$ cat config.mk
export PLATFORM = sky130hd
export DESIGN_NAME = uart_tx_fifo
export DESIGN_NICKNAME = d
export VERILOG_FILES = /design/src/rtl/uart_tx_fifo_pkg.sv /design/src/rtl/uart_tx_fifo_sync_fifo_mem.sv /design/src/rtl/uart_tx_fifo.sv
export SDC_FILE = /design/constraint.sdc
export NUM_CORES = 1
export LEC_CHECK = 0
export CAP_MARGIN = 20
export CORE_UTILIZATION = 55
export CTS_BUF_LIST = sky130_fd_sc_hd__clkbuf_8
export CTS_CLUSTER_SIZE = 24
export DETAILED_ROUTE_END_ITERATION = 6
export GPL_ROUTABILITY_DRIVEN = 0
export PLACE_DENSITY = 0.74
export SETUP_SLACK_MARGIN = 0.2
export SYNTH_ARGS = -nofsm -noshare
export SYNTH_HDL_FRONTEND = slang
export SYNTH_SLANG_ARGS = --single-unit
$ cat constraint.sdc
create_clock -name clk -period 3.2 [get_ports clk]
set_input_delay 0.64 -clock clk [delete_from_list [all_inputs] [get_ports clk]]
set_output_delay 0.64 -clock clk [all_outputs]
set_load 0.01 [all_outputs]
$ cat src/rtl/uart_tx_fifo_pkg.sv
// rtl/uart_tx_fifo_pkg.sv - shared character constants and helpers for the UART transmit path
//
// Purpose: line-ending characters used by the transmit FIFO and the command
// handler, plus the output-register source selector type.

package uart_tx_fifo_pkg;

    localparam logic [7:0] CHAR_CR      = 8'h0D;
    localparam logic [7:0] CHAR_NEWLINE = 8'h0A;

    // Which source feeds the output register on a load.
    typedef enum logic [1:0] {
        SRC_NONE = 2'd0,
        SRC_LF   = 2'd1,
        SRC_MEM  = 2'd2
    } out_src_e;

    function automatic logic is_cr(input logic [7:0] b);
        return b == CHAR_CR;
    endfunction

endpackage

$ cat src/rtl/uart_tx_fifo_sync_fifo_mem.sv
// rtl/uart_tx_fifo_sync_fifo_mem.sv - DEPTH x 8 storage with registered pointers
//
// Purpose: byte storage array with wrap-bit pointers.
// Ports:
//   clk, rst_n  clock, asynchronous active-low reset (pointers only)
//   wr_en       write wr_data at the write pointer (ignored when full)
//   wr_data     byte to store
//   rd_en       advance the read pointer (ignored when empty)
//   rd_data     byte at the registered read pointer
//   full/empty  derived from registered pointers only
//   level       number of stored bytes, 0..DEPTH

module sync_fifo_mem #(
    parameter int DEPTH = 16
) (
    input  logic                     clk,
    input  logic                     rst_n,
    input  logic                     wr_en,
    input  logic [7:0]               wr_data,
    input  logic                     rd_en,
    output logic [7:0]               rd_data,
    output logic                     full,
    output logic                     empty,
    output logic [$clog2(DEPTH):0]   level
);

    localparam int AW = $clog2(DEPTH);
    localparam int PW = AW + 1;

    logic [7:0]    mem_q [DEPTH];
    logic [AW:0]   wr_ptr_q, wr_ptr_d;
    logic [AW:0]   rd_ptr_q, rd_ptr_d;
    logic          do_wr;
    logic          do_rd;

    // Pointers carry one extra MSB so that full and empty are distinguishable
    // when the address bits match.
    assign full  = (wr_ptr_q[AW-1:0] == rd_ptr_q[AW-1:0]) &&
                   (wr_ptr_q[AW] != rd_ptr_q[AW]);
    assign empty = (wr_ptr_q == rd_ptr_q);
    assign level = wr_ptr_q - rd_ptr_q;

    assign rd_data = mem_q[rd_ptr_q[AW-1:0]];

    assign do_wr = wr_en && !full;
    assign do_rd = rd_en && !empty;

    always_comb begin
        wr_ptr_d = wr_ptr_q;
        rd_ptr_d = rd_ptr_q;
        if (do_wr) begin
            wr_ptr_d = wr_ptr_q + PW'(1);
        end
        if (do_rd) begin
            rd_ptr_d = rd_ptr_q + PW'(1);
        end
    end

    always_ff @(posedge clk or negedge rst_n) begin
        if (!rst_n) begin
            wr_ptr_q <= '0;
            rd_ptr_q <= '0;
        end else begin
            wr_ptr_q <= wr_ptr_d;
            rd_ptr_q <= rd_ptr_d;
        end
    end

    // Storage contents need no reset: empty pointers make them unobservable.
    always_ff @(posedge clk) begin
        if (do_wr) begin
            mem_q[wr_ptr_q[AW-1:0]] <= wr_data;
        end
    end

endmodule

$ cat src/rtl/uart_tx_fifo.sv
// rtl/uart_tx_fifo.sv - byte FIFO in front of the UART transmitter with optional CR->CRLF expansion
//
// Purpose: buffers producer bytes, presents them one at a time through a
// registered output stage, inserts 8'h0A after each transmitted 8'h0D when
// AUTO_LF is set, and records dropped pushes in a sticky overflow flag.
// Ports:
//   clk, rst_n               clock, asynchronous active-low reset
//   in_data/in_valid/in_ready producer byte handshake
//   out_data/out_valid/out_ready transmitter byte handshake
//   level                    bytes held in storage (output register excluded)
//   overflow / overflow_clr  sticky dropped-push flag and its clear

module uart_tx_fifo
    import uart_tx_fifo_pkg::*;
#(
    parameter int DEPTH   = 16,
    parameter bit AUTO_LF = 1'b1
) (
    input  logic                     clk,
    input  logic                     rst_n,
    input  logic [7:0]               in_data,
    input  logic                     in_valid,
    output logic                     in_ready,
    output logic [7:0]               out_data,
    output logic                     out_valid,
    input  logic                     out_ready,
    output logic [$clog2(DEPTH):0]   level,
    output logic                     overflow,
    input  logic                     overflow_clr
);

    logic [7:0] out_data_q, out_data_d;
    logic       out_valid_q, out_valid_d;
    logic       lf_pending_q, lf_pending_d;
    logic       overflow_q, overflow_d;

    logic       full;
    logic       empty;
    logic [7:0] head_data;
    logic       push;
    logic       pop;
    logic       out_xfer;
    logic       cr_xfer;
    logic       load_en;
    out_src_e   src;

    sync_fifo_mem #(
        .DEPTH (DEPTH)
    ) u_mem (
        .clk     (clk),
        .rst_n   (rst_n),
        .wr_en   (push),
        .wr_data (in_data),
        .rd_en   (pop),
        .rd_data (head_data),
        .full    (full),
        .empty   (empty),
        .level   (level)
    );

    // in_ready comes from registered pointers only, so a pop in the same
    // cycle never opens space for a push until the following cycle.
    assign in_ready = !full;
    assign push     = in_valid && !full;

    assign out_xfer = out_valid_q && out_ready;
    assign cr_xfer  = AUTO_LF && out_xfer && is_cr(out_data_q);
    assign load_en  = !out_valid_q || out_ready;

    always_comb begin
        out_data_d   = out_data_q;
        out_valid_d  = out_valid_q;
        lf_pending_d = lf_pending_q;
        pop          = 1'b0;
        src          = SRC_NONE;

        if (cr_xfer) begin
            // The byte after a CR must be the LF, so the storage head is not
            // loaded this cycle; the LF goes out from the pending flag on the
            // next load, leaving a one-cycle gap on out_valid.
            lf_pending_d = 1'b1;
            out_valid_d  = 1'b0;
        end else if (load_en) begin
            if (lf_pending_q) begin
                src = SRC_LF;
            end else if (!empty) begin
                src = SRC_MEM;
            end

            case (src)
                SRC_LF: begin
                    out_data_d   = CHAR_NEWLINE;
                    out_valid_d  = 1'b1;
                    lf_pending_d = 1'b0;
                end
                SRC_MEM: begin
                    out_data_d  = head_data;
                    out_valid_d = 1'b1;
                    pop         = 1'b1;
                end
                default: begin
                    out_valid_d = 1'b0;
                end
            endcase
        end
    end

    // A new overflow event takes precedence over a simultaneous clear.
    always_comb begin
        overflow_d = (in_valid && full) || (overflow_q && !overflow_clr);
    end

    always_ff @(posedge clk or negedge rst_n) begin
        if (!rst_n) begin
            out_data_q   <= 8'h00;
            out_valid_q  <= 1'b0;
            lf_pending_q <= 1'b0;
            overflow_q   <= 1'b0;
        end else begin
            out_data_q   <= out_data_d;
            out_valid_q  <= out_valid_d;
            lf_pending_q <= lf_pending_d;
            overflow_q   <= overflow_d;
        end
    end

    assign out_data  = out_data_q;
    assign out_valid = out_valid_q;
    assign overflow  = overflow_q;

endmodule

==> out/metrics.csv, run 1 <==
stage,metric,value,unit
critical_path,rrSetupSlack,740,ps
clock_network,hold_buffers,0,
power,p_leak,2.50,nW
global_routing,grt_util_all_layers,22.5,%
sta,clock-skew-final,6.22,ps
routing,wl_per_cell,22.5,µm
floorplan,start_util,56.6,%
logic_synthesis,synth-seq-cells,149,
logic_synthesis,synthTopCellsByArea,"edfxtp_1 (63%), mux4_2 (8.8%), dfrtp_1 (8.6%)",
sta,tightest_slew,806,ps
worst_hold_path,worstHoldPathCells,1,
placed_design,dp_slack,369,ps
sta,max_freq,350,MHz
critical_path,arrival,2210,ps
logic_synthesis,synth_fp_nets,353,
logic_synthesis,seq_area_frac_synth,71.3,%
routing,detail_route.vias_per_cell,5.93,
sta,hold_slack,527,ps
run,maxCapViolCount,0,
routing,drt-total-wl,11800,µm
clock_network,root_buffer,clkbuf_8,
worst_hold_path,hold_path_startpoint,out_data[6],
sta,setup_viol,0,
critical_path,r2r-end,out_data[5],
cells_and_area,drive_gt1_share,21.0,%
logic_synthesis,synth_top_area_share,62.7,%
status,status,completed,
power,ir_worst_vdd,0.744,mV
routing,vias,3119,
routing,ant_nets,0,
placed_design,dpl_cell_area,0.00657,mm²
floorplan,ioPinCount,29,
logic_synthesis,synth_top_cell_by_area,edfxtp_1,
power,p_per_area,960,mW/mm²
clock_network,htreeDepth,4,
critical_path,reg2reg_from,u_mem.rd_ptr_q[0],
worst_hold_path,hold_end,out_data[6],
global_routing,grt_max_degree,44,
power,power.total,6.78,mW
clock_network,cts_sinks,149,
clock_network,path_clk_slew,80,ps
critical_path,crit_type,flop to output pin,
global_routing,grt_pass1_wl,18000,µm
global_routing,grt_pass1_vias,3119,
global_routing,antenna_found_initial,0,
placed_design,hpwlAfterDp,7440,µm
clock_network,insertion_delay,440,ps
critical_path,reg2reg_depth,5,
worst_hold_path,worst_hold_path_type,flop to flop,
logic_synthesis,synth.cell_area,0.00613,mm²
logic_synthesis,synth_ff_type,edfxtp_1,
logic_synthesis,synth_cell_types,44,
critical_path,cp_max_fo,4,
floorplan,row_count,38,
cells_and_area,fin_nets,395,
logic_synthesis,synthCells,330,
floorplan,coreArea,0.0108,mm²
routing,drtPass1Iterations,4,
logic_synthesis,synth_edf_count,128,
routing,drt_iter0_markers,257,
clock_network,clk_path_buf_depth,2,
critical_path,worstSetupEndpointType,output pin,
sta,slew_viol_final,0,
sta,fin_tns_setup,0,ps
sta,rsz0062_at_grt,yes,
critical_path,worst-endpoint-required,2560,ps
clock_network,cts_tree,yes,
logic_synthesis,yosysWarnings,0,
clock_network,numCtsBuffers,17,
routing,drc,0,
cells_and_area,syn_to_final_growth,15.2,%
sta,slew_headroom,46.2,%
placed_design,port_buffers,28,
global_routing,grt_overflow,0,
floorplan,die_h,108,µm
sta,period_needed,2850,ps
logic_synthesis,ys_async_sr_fraction,14.1,%
sta,finalCritPeriodShare,89.2,%
floorplan,die_area,0.0116,mm²
sta,setup_slack,346,ps
logic_synthesis,synth.avg_cell_area,18.6,µm²
floorplan,die_w,108,µm
sta,hold_violations,0,
critical_path,cp-start-kind,flop,
cells_and_area,final_area,0.00706,mm²
==> cells in the final DEF, fill, tap and decap left out, types with 2 or more instances in the layout <==
cell / count
mux2_2: 8
xor2_1: 3
xnor2_1: 10
mux2i_1: 16
edfxtp_1: 128
ha_1: 9
and4_1: 5
a2bb2oi_1: 6
nand4_1: 3
and2_1: 5
mux4_2: 24
dlymetal6s2s_1: 2
a22oi_1: 7
a21o_1: 2
clkinv_4: 2
dfrtp_1: 19
bufinv_16: 5
o2bb2ai_1: 6
a21oi_1: 9
dfrtp_2: 2
and3_1: 10
nor2_1: 3
inv_8: 2
nand2_1: 5
clkbuf_8: 17
buf_4: 9
inv_1: 9
o21ai_0: 4
nand3_1: 4
nor2b_1: 2
clkdlybuf4s50_1: 25
inv_6: 3
==> power breakdown <==
part	switching (mW)	internal, mW	leakage [nW]
combinational	1.30	1.20	0.862
clock	0.744	0.952	0.235
sequential	0.171	2.41	1.41
total	2.21	4.56	2.50
==> per-stage QoR <==
stage	std cells	utilization, %
5_1_grt	525	65.1
3_3_place_gp	491	60.6
4_1_cts	523	65.0
3_5_place_dp	491	60.6
2_1_floorplan	330	-
6_report	526	65.1
==> per-layer routing <==
metal / track usage (%) / vias up / part of all wire (%)
met5: 0 / - / 0
met1: 30.3 / 1579 / 43
met4: 7.63 / 0 / 1.1
met3: 7.75 / 8 / 8.0
li1: - / 1414 / -
met2: 34.6 / 118 / 48
==> cell families (layout without fill, tap and decap cells) <==
group	count (synthesis)	in the layout	synth area share, %
AO/OA/AOI/OAI	42	42	5.37
XOR/XNOR	13	13	1.86
adder cells (fa/ha/maj)	10	10	2.16
buffers and inverters	24	79	1.86
flip-flops	149	149	71.3
multiplexers	50	50	13.3
other	0	1	0
AND/OR/NAND/NOR	42	42	4.18
==> layout make-up <==
class | count | area [µm²]
antenna | 1 | 2.50
fill | 748 | 3780
multi-input combinational | 157 | 1650
sequential | 149 | 4370
clock buffer | 17 | 234
inverter | 10 | 37.5
clock inverter | 15 | 244
timing repair buffer | 37 | 348
tap | 140 | 175
==> critical path, cell delays in order, from the launching register on <==
cell and delay [ps]:
dfrtp_1 430, inv_2 110, ha_1 150, inv_1 60, fa_1 410, a21o_1 180, a21oi_1 170, xnor2_1 130
clkbuf_2 150
==> how the worst max path moves through the flow <==
stage	start	to	slack, ps	cells after the start
3_5_place_dp	u_mem.wr_ptr_q[0]	level[4]	370	8
3_3_place_gp	u_mem.wr_ptr_q[0]	level[4]	410	8
2_1_floorplan	u_mem.rd_ptr_q[1]	u_mem.mem_q[15][0]	680	6
5_1_grt	u_mem.wr_ptr_q[0]	level[4]	190	8
4_1_cts	u_mem.wr_ptr_q[0]	level[4]	200	8
6_report	u_mem.wr_ptr_q[0]	level[4]	350	8
==> timing repair <==
action,4_1_cts,5_1_grt
setup buffers,0,2
endpoints found under the hold margin,0,0
endpoints found under the setup margin,2,3
resized for setup,2,5
==> Yosys cell counts, drive strengths merged (2+ instances only) <==
master   instances
inv             10
buf              9
nor2b            2
and3            10
xnor2           10
edfxtp         128
a21oi            9
and2             5
o2bb2ai          6
o21ai            4
ha               9
mux2            10
xor2             3
a22oi            7
nand2            6
mux2i           16
clkbuf           5
nor2             3
mux4            24
dfrtp           21
a21o             2
nand3            4
nand4            3
a2bb2oi          6
and4             5
==> flip-flops by register name, summed over array words and instances (netlist names) <==
name,flops
lf_pending_q,1
out_data,8
out_valid,1
overflow,1
u_mem.mem_q,128
u_mem.rd_ptr_q,5
u_mem.wr_ptr_q,5
No activity file was read; power rests on OpenSTA's default activity.
==> run 2, diff against run 1 <==
RECOVER_POWER = 25   (was not set)
==> out/metrics.csv, run 2 (synthesis results as in run 1) <==
stage,metric,value,unit,change
power,p_leak,2.50,nW,about the same
sta,finalCritPeriodShare,89.2,%,about the same
sta,max_freq,350,MHz,about the same
cells_and_area,drive_gt1_share,20.8,%,-0.26 points
clock_network,path_clk_slew,80,ps,about the same
run,maxCapViolCount,0,,unchanged
routing,drc,0,,unchanged
placed_design,port_buffers,28,,unchanged
global_routing,grt_pass1_wl,18000,µm,unchanged
routing,highest_layer,met5,,
critical_path,worst-endpoint-required,2560,ps,about the same
critical_path,rrSetupSlack,730,ps,about the same
sta,rsz0062_at_grt,yes,,
routing,vias,3124,,+0.16%
power,ir_worst_vdd,0.743,mV,-0.13%
sta,slew_viol_final,0,,unchanged
routing,met1_length,5100,µm,+0.55%
floorplan,ioPinCount,29,,unchanged
critical_path,max_stage_delay,430,ps,about the same
power,p_per_area,960,mW/mm²,about the same
cells_and_area,fin_nets,395,,unchanged
critical_path,reg2reg_from,u_mem.wr_ptr_q[2],,
sta,fin_tns_setup,0,ps,unchanged
routing,drt_iter0_markers,258,,+0.39%
global_routing,grt_util_all_layers,22.5,%,unchanged
routing,ant_nets,0,,unchanged
critical_path,critPathBufInv,3,,unchanged
floorplan,die_area,0.0116,mm²,unchanged
global_routing,grt_overflow,0,,unchanged
sta,hold_violations,0,,unchanged
floorplan,die_h,108,µm,unchanged
critical_path,crit_family,adder cells,,
critical_path,r2r-end,u_mem.mem_q[3][2],,
critical_path,arrival,2210,ps,about the same
worst_hold_path,worst_hold_path_type,flop to flop,,
global_routing,grt_pass1_vias,3119,,unchanged
critical_path,path_depth,8,,unchanged
critical_path,reg2reg_depth,5,,unchanged
cells_and_area,fin_util,65.1,%,about the same
critical_path,cpMaxStageDelayCell,dfrtp_1,,
critical_path,cp_max_fo,4,,unchanged
floorplan,coreArea,0.0108,mm²,unchanged
critical_path,crit_type,flop to output pin,,
clock_network,hold_buffers,0,,unchanged
floorplan,die_w,108,µm,unchanged
global_routing,antenna_found_initial,1,,+1
placed_design,hpwlAfterDp,7440,µm,unchanged
clock_network,numCtsBuffers,17,,unchanged
clock_network,cts_tree,yes,,
sta,slew_headroom,23.9,%,-22 points
cells_and_area,diodes,0,,-1
routing,drt-total-wl,11800,µm,-0.36%
clock_network,insertion_delay,440,ps,about the same
routing,drtPass1Iterations,5,,+1
critical_path,crit_chain,inv_2 > ha_1 > inv_1 > fa_1 > a21o_1 > a21oi_1 > xnor2_1 > clkbuf_2,,
clock_network,htreeDepth,4,,unchanged
critical_path,worstSetupEndpointType,output pin,,
floorplan,row_count,38,,unchanged
clock_network,cts_sinks,149,,unchanged
sta,setup_viol,0,,unchanged
cells_and_area,largest_reg_flops,128,,unchanged
sta,period_needed,2850,ps,-0.717 ps
sta,tightest_slew,1140,ps,+335 ps
status,status,completed,,
clock_network,clk_path_buf_depth,2,,unchanged
routing,detail_route.vias_per_cell,5.95,,+0.35%
cells_and_area,layout_commonest_cell,edfxtp_1,,
routing,wl_met2,5540,µm,-2.4%
sta,clock-skew-final,5.59,ps,-0.635 ps
routing,wl_per_cell,22.5,µm,-0.17%
cells_and_area,syn_to_final_growth,15.1,%,about the same
critical_path,cp-start-kind,flop,,
cells_and_area,final_cell_mix,"edfxtp_1 (128), mux4_2 (24), clkdlybuf4s50_1 (20)",,
critical_path,endpoint,level[4],,
routing,dr_wl_met3,956,µm,+0.74%
critical_path,startpoint,u_mem.wr_ptr_q[0],,
clock_network,root_buffer,clkbuf_8,,
global_routing,grt_max_degree,44,,unchanged
floorplan,start_util,56.6,%,unchanged
run 2: power by group:
group | switching, mW | leakage [nW] | internal (mW)
clock network | 0.743 | 0.235 | 0.952
logic | 1.29 | 0.859 | 1.20
registers | 0.172 | 1.41 | 2.41
total | 2.21 | 2.50 | 4.56
run 2: worst min-delay path by stage:
stage / depth (start not counted) / from / slack, ps / end
floorplan: 0 / rst_n / 340 / lf_pending_q
global placement: 1 / out_data[4] / 500 / out_data[4]
detailed placement: 1 / out_data[6] / 510 / out_data[6]
CTS: 1 / out_data[6] / 530 / out_data[6]
global route: 1 / out_data[0] / 550 / out_data[0]
finish: 1 / out_data[6] / 530 / out_data[6]
run 2: what timing repair did:
action / in CTS / in global routing
resized for setup: 2 / 5
setup buffers: 0 / 2
setup endpoints to repair: 2 / 3
run 2: final cells by class:
class                      count  area, µm²
multi-input combinational    157       1650
clock inverter                15        244
sequential                   149       4370
timing repair buffer          37        344
clock buffer                  17        234
inverter                      10       37.5
fill                         751       3780
tap                          140        175
run 2: worst reg2reg max path, stage by stage, from the launching register on:
cell	delay, ps
dfrtp_1	510
ha_1	400
nand4_1	200
o21ai_0	200
nor3_1	310
and2_1	490
run 2: metrics by stage:
step	power, mW	instances	area (µm²)	hold slack, ps	worst slack, ps
global route	7.11	525	7060	547	187
global placement	5.10	491	6570	499	414
floorplan	4.29	330	6130	344	683
finish	6.77	525	7060	527	347
CTS	6.82	523	7040	531	204
detailed placement	5.14	491	6570	508	369
run 2: layer usage:
layer	track usage (%)	vias to the layer above
met5	0	-
met4	7.63	2
met3	7.75	13
met2	34.6	121
met1	30.3	1576
li1	-	1412
